<file path="src/rtl/branch_pht_pkg.sv">
// Shared predictor definitions: FSM states, default geometry and counter init value.
package branch_pht_pkg;

    typedef enum logic {
        PHT_INIT,
        PHT_READY
    } pht_state_e;

    localparam int DEF_CNT_WIDTH  = 2;
    localparam int DEF_INDEX_BITS = 6;
    localparam int DEF_GHR_BITS   = 6;

    // Weakly-not-taken: MSB clear, all lower bits set (2'b01 for 2-bit counters).
    function automatic logic [31:0] weak_not_taken(input int width);
        return (32'd1 << (width - 1)) - 32'd1;
    endfunction

endpackage

</file>
<file path="src/rtl/branch_pht_if.sv">
// Fetch-side prediction and resolve-side update signals of the pattern history table.
interface branch_pht_if
    import branch_pht_pkg::*;
#(
    parameter int INDEX_BITS = DEF_INDEX_BITS
);
    logic [31:0]           fetch_pc_i;
    logic                  pred_taken_o;
    logic [INDEX_BITS-1:0] pred_idx_o;
    logic                  busy_o;
    logic                  update_valid_i;
    logic [INDEX_BITS-1:0] update_idx_i;
    logic                  update_taken_i;

    modport master (
        output fetch_pc_i, update_valid_i, update_idx_i, update_taken_i,
        input  pred_taken_o, pred_idx_o, busy_o
    );

    modport slave (
        input  fetch_pc_i, update_valid_i, update_idx_i, update_taken_i,
        output pred_taken_o, pred_idx_o, busy_o
    );
endinterface

</file>
<file path="src/rtl/saturated_adder.sv">
// Up/down step of an unsigned counter that clamps at zero and all-ones instead of wrapping.
module saturated_adder #(
    parameter int WIDTH = 2
) (
    input  logic [WIDTH-1:0] value,
    input  logic             up,
    output logic [WIDTH-1:0] result
);
    always_comb begin
        result = value;
        if (up && (value != '1)) begin
            result = value + WIDTH'(1);
        end else if (!up && (value != '0)) begin
            result = value - WIDTH'(1);
        end
    end
endmodule

</file>
<file path="src/rtl/branch_pht.sv">
// Gshare-style pattern history table with non-speculative global history,
// a one-entry-per-cycle init sweep after reset, and same-cycle update bypass.
module branch_pht
    import branch_pht_pkg::*;
#(
    parameter int CNT_WIDTH  = DEF_CNT_WIDTH,
    parameter int INDEX_BITS = DEF_INDEX_BITS,
    parameter int GHR_BITS   = DEF_GHR_BITS
) (
    input  logic        clk_i,
    input  logic        rst_i,
    branch_pht_if.slave bus
);
    localparam int                    DEPTH    = 1 << INDEX_BITS;
    localparam logic [CNT_WIDTH-1:0]  CNT_INIT = CNT_WIDTH'(weak_not_taken(CNT_WIDTH));
    localparam logic [INDEX_BITS-1:0] LAST_IDX = INDEX_BITS'(DEPTH - 1);

    pht_state_e            state_q;
    pht_state_e            state_d;
    logic [INDEX_BITS-1:0] sweep_ptr_q;
    logic [GHR_BITS-1:0]   ghr_q;
    logic [CNT_WIDTH-1:0]  pht_q [DEPTH];

    logic [INDEX_BITS-1:0] ghr_ext;
    logic [INDEX_BITS-1:0] pred_idx;
    logic [CNT_WIDTH-1:0]  cnt_cur;
    logic [CNT_WIDTH-1:0]  cnt_next;
    logic [CNT_WIDTH-1:0]  pred_cnt;
    logic                  sweep_en;
    logic                  upd_en;
    logic                  bypass;
    logic                  unused_pc;

    assign unused_pc = ^{bus.fetch_pc_i[31:INDEX_BITS+2], bus.fetch_pc_i[1:0]};

    // Index uses the history as it stands before any shift at this edge.
    assign ghr_ext        = INDEX_BITS'(ghr_q);
    assign pred_idx       = bus.fetch_pc_i[INDEX_BITS+1:2] ^ ghr_ext;
    assign bus.pred_idx_o = pred_idx;

    assign cnt_cur = pht_q[bus.update_idx_i];

    saturated_adder #(
        .WIDTH (CNT_WIDTH)
    ) u_cnt_step (
        .value  (cnt_cur),
        .up     (bus.update_taken_i),
        .result (cnt_next)
    );

    assign bypass   = upd_en && (bus.update_idx_i == pred_idx);
    assign pred_cnt = bypass ? cnt_next : pht_q[pred_idx];

    always_ff @(posedge clk_i) begin
        if (rst_i) begin
            state_q <= PHT_INIT;
        end else begin
            state_q <= state_d;
        end
    end

    always_comb begin
        state_d = state_q;
        case (state_q)
            PHT_INIT:  if (sweep_ptr_q == LAST_IDX) state_d = PHT_READY;
            PHT_READY: state_d = PHT_READY;
            default:   state_d = PHT_INIT;
        endcase
    end

    always_comb begin
        sweep_en         = 1'b0;
        upd_en           = 1'b0;
        bus.busy_o       = 1'b1;
        bus.pred_taken_o = 1'b0;
        if (state_q == PHT_READY) begin
            upd_en           = bus.update_valid_i;
            bus.busy_o       = 1'b0;
            bus.pred_taken_o = pred_cnt[CNT_WIDTH-1];
        end else begin
            sweep_en         = 1'b1;
        end
    end

    always_ff @(posedge clk_i) begin
        if (rst_i) begin
            sweep_ptr_q <= '0;
            ghr_q       <= '0;
        end else begin
            if (sweep_en) sweep_ptr_q <= sweep_ptr_q + INDEX_BITS'(1);
            if (upd_en)   ghr_q       <= GHR_BITS'({ghr_q, bus.update_taken_i});
        end
    end

    // Counter storage is never reset; the sweep defines every entry before use.
    always_ff @(posedge clk_i) begin
        if (sweep_en) begin
            pht_q[sweep_ptr_q] <= CNT_INIT;
        end else if (upd_en) begin
            pht_q[bus.update_idx_i] <= cnt_next;
        end
    end
endmodule

</file>
<file path="src/flat_wrapper.sv">
// flat-port wrapper written by rule: the top's interface ports become plain ports
module branch_pht_flat import branch_pht_pkg::*;
#(
    parameter int CNT_WIDTH  = DEF_CNT_WIDTH,
    parameter int INDEX_BITS = DEF_INDEX_BITS,
    parameter int GHR_BITS   = DEF_GHR_BITS
)
  (clk_i, rst_i, bus_fetch_pc_i, bus_update_valid_i, bus_update_idx_i, bus_update_taken_i, bus_pred_taken_o, bus_pred_idx_o, bus_busy_o);
  branch_pht_if #(.INDEX_BITS(INDEX_BITS)) bus_i ();
  input  logic clk_i;
  input  logic rst_i;
  input wire logic [$bits(bus_i.fetch_pc_i)-1:0] bus_fetch_pc_i;
  input wire logic [$bits(bus_i.update_valid_i)-1:0] bus_update_valid_i;
  input wire logic [$bits(bus_i.update_idx_i)-1:0] bus_update_idx_i;
  input wire logic [$bits(bus_i.update_taken_i)-1:0] bus_update_taken_i;
  output wire logic [$bits(bus_i.pred_taken_o)-1:0] bus_pred_taken_o;
  output wire logic [$bits(bus_i.pred_idx_o)-1:0] bus_pred_idx_o;
  output wire logic [$bits(bus_i.busy_o)-1:0] bus_busy_o;
  assign bus_i.fetch_pc_i = bus_fetch_pc_i;
  assign bus_i.update_valid_i = bus_update_valid_i;
  assign bus_i.update_idx_i = bus_update_idx_i;
  assign bus_i.update_taken_i = bus_update_taken_i;
  assign bus_pred_taken_o = bus_i.pred_taken_o;
  assign bus_pred_idx_o = bus_i.pred_idx_o;
  assign bus_busy_o = bus_i.busy_o;
  branch_pht #(.CNT_WIDTH(CNT_WIDTH), .INDEX_BITS(INDEX_BITS), .GHR_BITS(GHR_BITS)) u_core (.clk_i(clk_i), .rst_i(rst_i), .bus(bus_i));
endmodule
</file>
<file path="config.mk">
export PLATFORM = sky130hd
export DESIGN_NAME = branch_pht_flat
export DESIGN_NICKNAME = d
export VERILOG_FILES = /design/src/rtl/branch_pht_pkg.sv /design/src/rtl/branch_pht_if.sv /design/src/rtl/saturated_adder.sv /design/src/rtl/branch_pht.sv /design/src/flat_wrapper.sv
export SDC_FILE = /design/constraint.sdc
export NUM_CORES = 1
export LEC_CHECK = 0
export CORE_UTILIZATION = 35
export DETAILED_ROUTE_END_ITERATION = 10
export RECOVER_POWER = 100
export REMOVE_ABC_BUFFERS = 1
export SYNTH_ARGS = -nofsm -noshare
export SYNTH_HDL_FRONTEND = slang
export SYNTH_SLANG_ARGS = --single-unit
export TNS_END_PERCENT = 50
</file>
<file path="constraint.sdc">
create_clock -name clk_i -period 5.8 [get_ports clk_i]
set_input_delay 1.16 -clock clk_i [delete_from_list [all_inputs] [get_ports clk_i]]
set_output_delay 1.16 -clock clk_i [all_outputs]
set_load 0.03 [all_outputs]
</file>
# Yosys cells after proc, flatten, opt, wreduce, memory -nomap -nowiden
# Memories as Yosys holds them, arrays and structs flattened.
# Index checks and enable logic that the tools add are counted.
[word_totals] register_bits=13 ram_bits=128 input_bits=42 n_memories=1
[memory_table] memory="u_core.pht_q" depth=64 width=2 rd=2 rd_ports_with_merged_regs=0 wr=1 line_no="branch_pht.sv:22" source="logic [CNT_WIDTH-1:0] pht_q [DEPTH];"
[classes] addsub=3 n_eq_ne=3 mux=14 bitwise=2 n_reduce_logical=6
[ops] cell="two-way mux 1 bit" n=8
[ops] cell="two-way mux 2 bit" n=4
[ops] cell="adder 6 x 1 -> 6 bit, second input constant" n=1
[ops] cell="equality test 6 bit" n=1
[ops] cell="equality test 6 bit, second input constant" n=1
[ops] cell="two-way mux 6 bit" n=1
[ops] cell="XOR 6 bit" n=1
[ops] cell="logical AND 1 bit" n=3
[ops] cell="adder 2 x 1 -> 2 bit, second input constant" n=1
[ops] cell="!= test 2 bit, second input constant" n=1
[ops] cell="one-hot mux 1 bit (2 select lines)" n=1
[ops] cell="nonzero test 2 bit" n=1
[ops] cell="OR reduction 2 bit" n=1
[ops] cell="subtractor 2 x 1 -> 2 bit, second input constant" n=1
[ops] cell="zero test 1 bit" n=1
[ops] cell="inverter 1 bit" n=1

# Logic depth before layout (Yosys ltp)
# Gate-level depths: netlist of the first run.
# An unclocked memory read counts as a cell.
[depth] depth_word=7 ltp_mapped=13 ltp_nobuf=11

# Cells and area by module
# Synthesis of the first run repeated with hierarchy kept, for this count alone.
[unflattened] hier_cells=428 hier_area_um2=6700.2
[by_module_without_submodules] mod="branch_pht" instances=1 cells_each=421 area_per_inst_um2=6640.1 seq_area_each_um2=4103.9
[by_module_without_submodules] mod="saturated_adder" instances=1 cells_each=7 area_per_inst_um2=60.1 seq_area_each_um2=0.0

# Least setup slack after synthesis of the first run
# No wires, ideal clock.
[synth_timing] path_kind="input-to-reg" from="input bus_update_idx_i[0]" to="memory u_core.pht_q[0][1] (netlist bit) (data pin)" arrival_time_ns=5.095 required_ns=5.301 path_slack_ns=0.205 stages=10 n_path_buf=1 cell_sequence="buf_2 mux4_2 mux4_2 mux4_2 inv_1 ha_1 inv_1 nor4_1 o32ai_1 nor2_1"
[synth_via] elab_chain_len=6 word_cells_on_any_way=10
[synth_rtl] item="start, declared" line_no="flat_wrapper.sv:14" source="input wire logic [$bits(bus_i.update_idx_i)-1:0] bus_update_idx_i;"
[synth_rtl] item="memory (64 x 2 bit) *"
[synth_rtl] item="parallel branches: the longest is 3 deep, another holds subtractor 2 x 1 -> 2 bit"
[synth_rtl] item="two-way mux 2 bit *" line_no="saturated_adder.sv:11" source="if (up && (value != '1)) begin"
[synth_rtl] item="two-way mux 2 bit (no source line) *"
[synth_rtl] item="end, declared" line_no="branch_pht.sv:22"
# Mark *: on every way between the ends.

# Final worst setup path of the first run
[layout_timing] from="input bus_update_idx_i[0]" to="output bus_pred_taken_o"
[layout_via] elab_chain_len=7 word_cells_on_any_way=13
[layout_rtl] item="parallel branches: the longest is 5 deep, another holds memory (64 x 2 bit)"
[layout_rtl] item="two-way mux 2 bit *" line_no="branch_pht.sv:52" source="assign pred_cnt = bypass ? cnt_next : pht_q[pred_idx];"
[layout_rtl] item="two-way mux 1 bit *" line_no="branch_pht.sv:76" source="if (state_q == PHT_READY) begin"
[layout_rtl] item="end, declared" line_no="flat_wrapper.sv:16" source="output wire logic [$bits(bus_i.pred_taken_o)-1:0] bus_pred_taken_o;"
# Marked as above.

==> impl_metrics.tcl, run 1 <==
set metrics [dict create \
    worstPathArrival_ns 4.43 \
    async_flop_share_pct 0 \
    r2r_cells 8 \
    ant_nets 0 \
    critPathTopFamily "multiplexers" \
    max_stage_delay_ns 0.55 \
    holdPathStages 2 \
    layout_min_cycle_time_ns 5.59 \
    instances_no_fill 751 \
    synth_top_family_by_area "multiplexers" \
    grt_pass1_wl_um 25000 \
    h-tree-depth 4 \
    start_util_pct 35.7 \
    post-dp-hpwl_um 10600 \
    crit_path_start_kind "primary input" \
    clockRootBuffer "clkbuf_16" \
    die_w_um 140 \
    cp_slowest_cell "mux4_2" \
    fin_ws_ns 0.210 \
    rr_startpoint "u_core.pht_q[51][0]" \
    overflow 0 \
    critPathMaxFanout 6 \
    num_rows 50 \
    io_buffers 23 \
    cap_violations 0 \
    hold_buffers 0 \
    vias_per_cell 5.60 \
    grt_max_degree 45 \
    num-nets-final 549 \
    max_freq_mhz 179 \
    synth.avg_cell_area_um2 14.4 \
    cts_tree "done" \
    core_area_mm2 0.0187 \
    wirelength_um 16300 \
    finalCritPeriodShare_pct 96.4 \
    yosysSeqAreaShare_pct 61.5 \
    cp_num_cells 12 \
    slew_violations 0 \
    drt_drc_violations_left 0 \
    hold_ws_ns 0.480 \
    place.gp.congestion 0.903 \
    yosys.cell_types.count 43 \
    post-route-util_pct 42.2 \
    cp_num_buf_inv 5 \
    path_cells "buf_2 > buf_4 > mux4_2 > mux4_2 > mux4_2 > inv_1 > ha_1 > inv_1 > nor4_1 > o32ai_1 > a211oi_2 > buf_4" \
    clkSinkCount 141 \
    grt_usage_pct 17.6 \
    num_vias 4202 \
    antenna_cells 0 \
    finalSetupViolCount 0 \
    io_pins 50 \
    min_from "u_core.ghr_ext[5]" \
    synthMuxAreaShare_pct 19.8 \
    clock_skew_ns 0.00920 \
    worstSetupEndpointType "output port" \
    synth_xor_area_share_pct 2.10 \
    grt_pass1_vias 4228 \
    layout_common_cells "128 x edfxtp_1, 77 x nor2_1, 47 x mux4_2, 41 x nand2_1, 22 x mux2i_1" \
    wl_per_cell_um 21.7 \
    tightest_slew_ns 1.19 \
    powerDensity_mw_per_mm2 290 \
    synth.cell_area_mm2 0.00667 \
    leakagePower_nw 2.71 \
    synth_compound_area_share_pct 3.60 \
    clk_latency_ns 0.42 \
    status "finished clean" \
    synthAdderAreaFrac_pct 0.563 \
    ys_warn_count 0 \
    cp-startpoint "bus_update_idx_i[0]" \
    dp.cells 718 \
    final_hold_viol_count 0 \
    clockBufferDepth 2 \
    ys_ff_latch 141 \
    drtPass1Iterations 6 \
    crit_top_cell "mux4_2" \
    rsz0062_at_grt "no" \
    layout_commonest_cell "edfxtp_1" \
    synth_ff_type "edfxtp_1" \
    wl_met3_um 1120 \
    die-height_um 140 \
    antenna_found_initial 0 \
    area_growth_pct 18.4 \
    drt-initial-drc-count 633 \
    wl_met1_um 6740 \
    synthCells 463 \
    path_clk_slew_ns 0.06 \
    hp-class "reg2reg" \
    routed.top_layer "met4" \
    dieArea_mm2 0.0196 \
    ir_drop_mv 0.139 \
    timing.setup.tns_ns 0 \
    cp.required_ns 4.64 \
    maxSlewHeadroom_pct 20.5 \
    final_layout_size_suffix_gt1_share_pct 20.5 \
    synth-simple-area-share_pct 10.5 \
    crit_type "in2out" \
    wl_met2_um 8020 \
    dp_slack_ns -0.0174 \
    synth_edf_count 128 \
    cts_buffers 17 \
    num-fill-cells 1644 \
]
per-stage QoR:
step | power, mW | cell area (µm²)
2_1_floorplan | 1.22 | 6580
3_3_place_gp | 1.30 | 7350
3_5_place_dp | 1.30 | 7350
4_1_cts | 2.30 | 7900
5_1_grt | 2.35 | 7900
6_report | 2.29 | 7900
cell families after synthesis:
group / Yosys count
flops: 141
mux: 73
compound gates: 38
xor+xnor: 16
buf+inv: 31
fa+ha+maj: 3
simple gates: 161
worst reg2reg max path, delay by kind of cell (launching register included):
family,cells,cell delay (ns)
xor gates and xnor gates,1,0.08
and+or+nand+nor,1,0.55
muxes,4,1.78
buffers and inverters,1,0.77
DFF,1,0.35
adders and majority gates,1,0.24
metal layers:
layer	vias up	track usage (%)
met5	-	0
met4	0	7.92
met3	26	3.73
met2	177	29.1
met1	2136	22.2
li1	1863	-
where the power goes:
| part | internal, mW | total [mW] | switching (mW) |
|---|---|---|---|
| Sequential | 1.10 | 1.10 | 0.00405 |
| Clock | 0.586 | 1.01 | 0.419 |
| Combinational | 0.0795 | 0.181 | 0.102 |
| Total | 1.76 | 2.29 | 0.525 |
state kept, by name, indices dropped and copies added, names as in the netlist:
name / flops
u_core.ghr_ext: 6
u_core.pht_q: 128
u_core.state_q: 1
u_core.sweep_ptr_q: 6
cell usage after synthesis (all sizes together) (5+ instances only):
master	n	area, µm²
dfxtp	13	260
nand2	41	154
mux4	47	1060
nor3	11	55.1
inv	10	37.5
mux2i	22	220
clkbuf	8	30.0
a21oi	10	50.1
xnor2	11	96.3
edfxtp	128	3840
buf	13	60.1
o21ai	9	45.0
nor2	78	293
nand3	6	30.0
xor2	5	43.8
worst paths after layout:
| kind | slack, ns | to |
|---|---|---|
| worst max-delay path | 0.21 | bus_pred_taken_o |
| worst min-delay path | 0.48 | u_core.ghr_ext[5] |
| worst max register to register | 1.68 | u_core.pht_q[32][0] |
| worst min register to register | 0.48 | u_core.ghr_ext[5] |
final cells by class:
cell class | count | area (µm²) | area share (%)
Tap cell | 234 | 293 | 3.71
Inverter | 10 | 37.5 | 0.475
Sequential cell | 141 | 4100 | 52.0
Multi-Input combinational cell | 291 | 2470 | 31.3
Timing Repair Buffer | 43 | 443 | 5.61
Clock inverter | 14 | 121 | 1.54
Clock buffer | 18 | 429 | 5.43
timing repair:
item / in CTS / in global routing
endpoints found under the setup margin: 1 / 1
resized for setup: 1 / 1
gates cloned: 0 / 1
buffers inserted: 0 / 0
No activity file was read; power rests on OpenSTA's default activity.
==> run 2, diff against run 1 <==
--- a/config.mk
+++ b/config.mk
@@ -6,6 +6,7 @@
 export NUM_CORES = 1
 export LEC_CHECK = 0
 export CORE_UTILIZATION = 35
+export CTS_CLUSTER_SIZE = 40
 export DETAILED_ROUTE_END_ITERATION = 10
 export RECOVER_POWER = 100
 export REMOVE_ABC_BUFFERS = 1
==> results of run 2 <==
Final layout, timing and power as in run 1 (identical DEF).
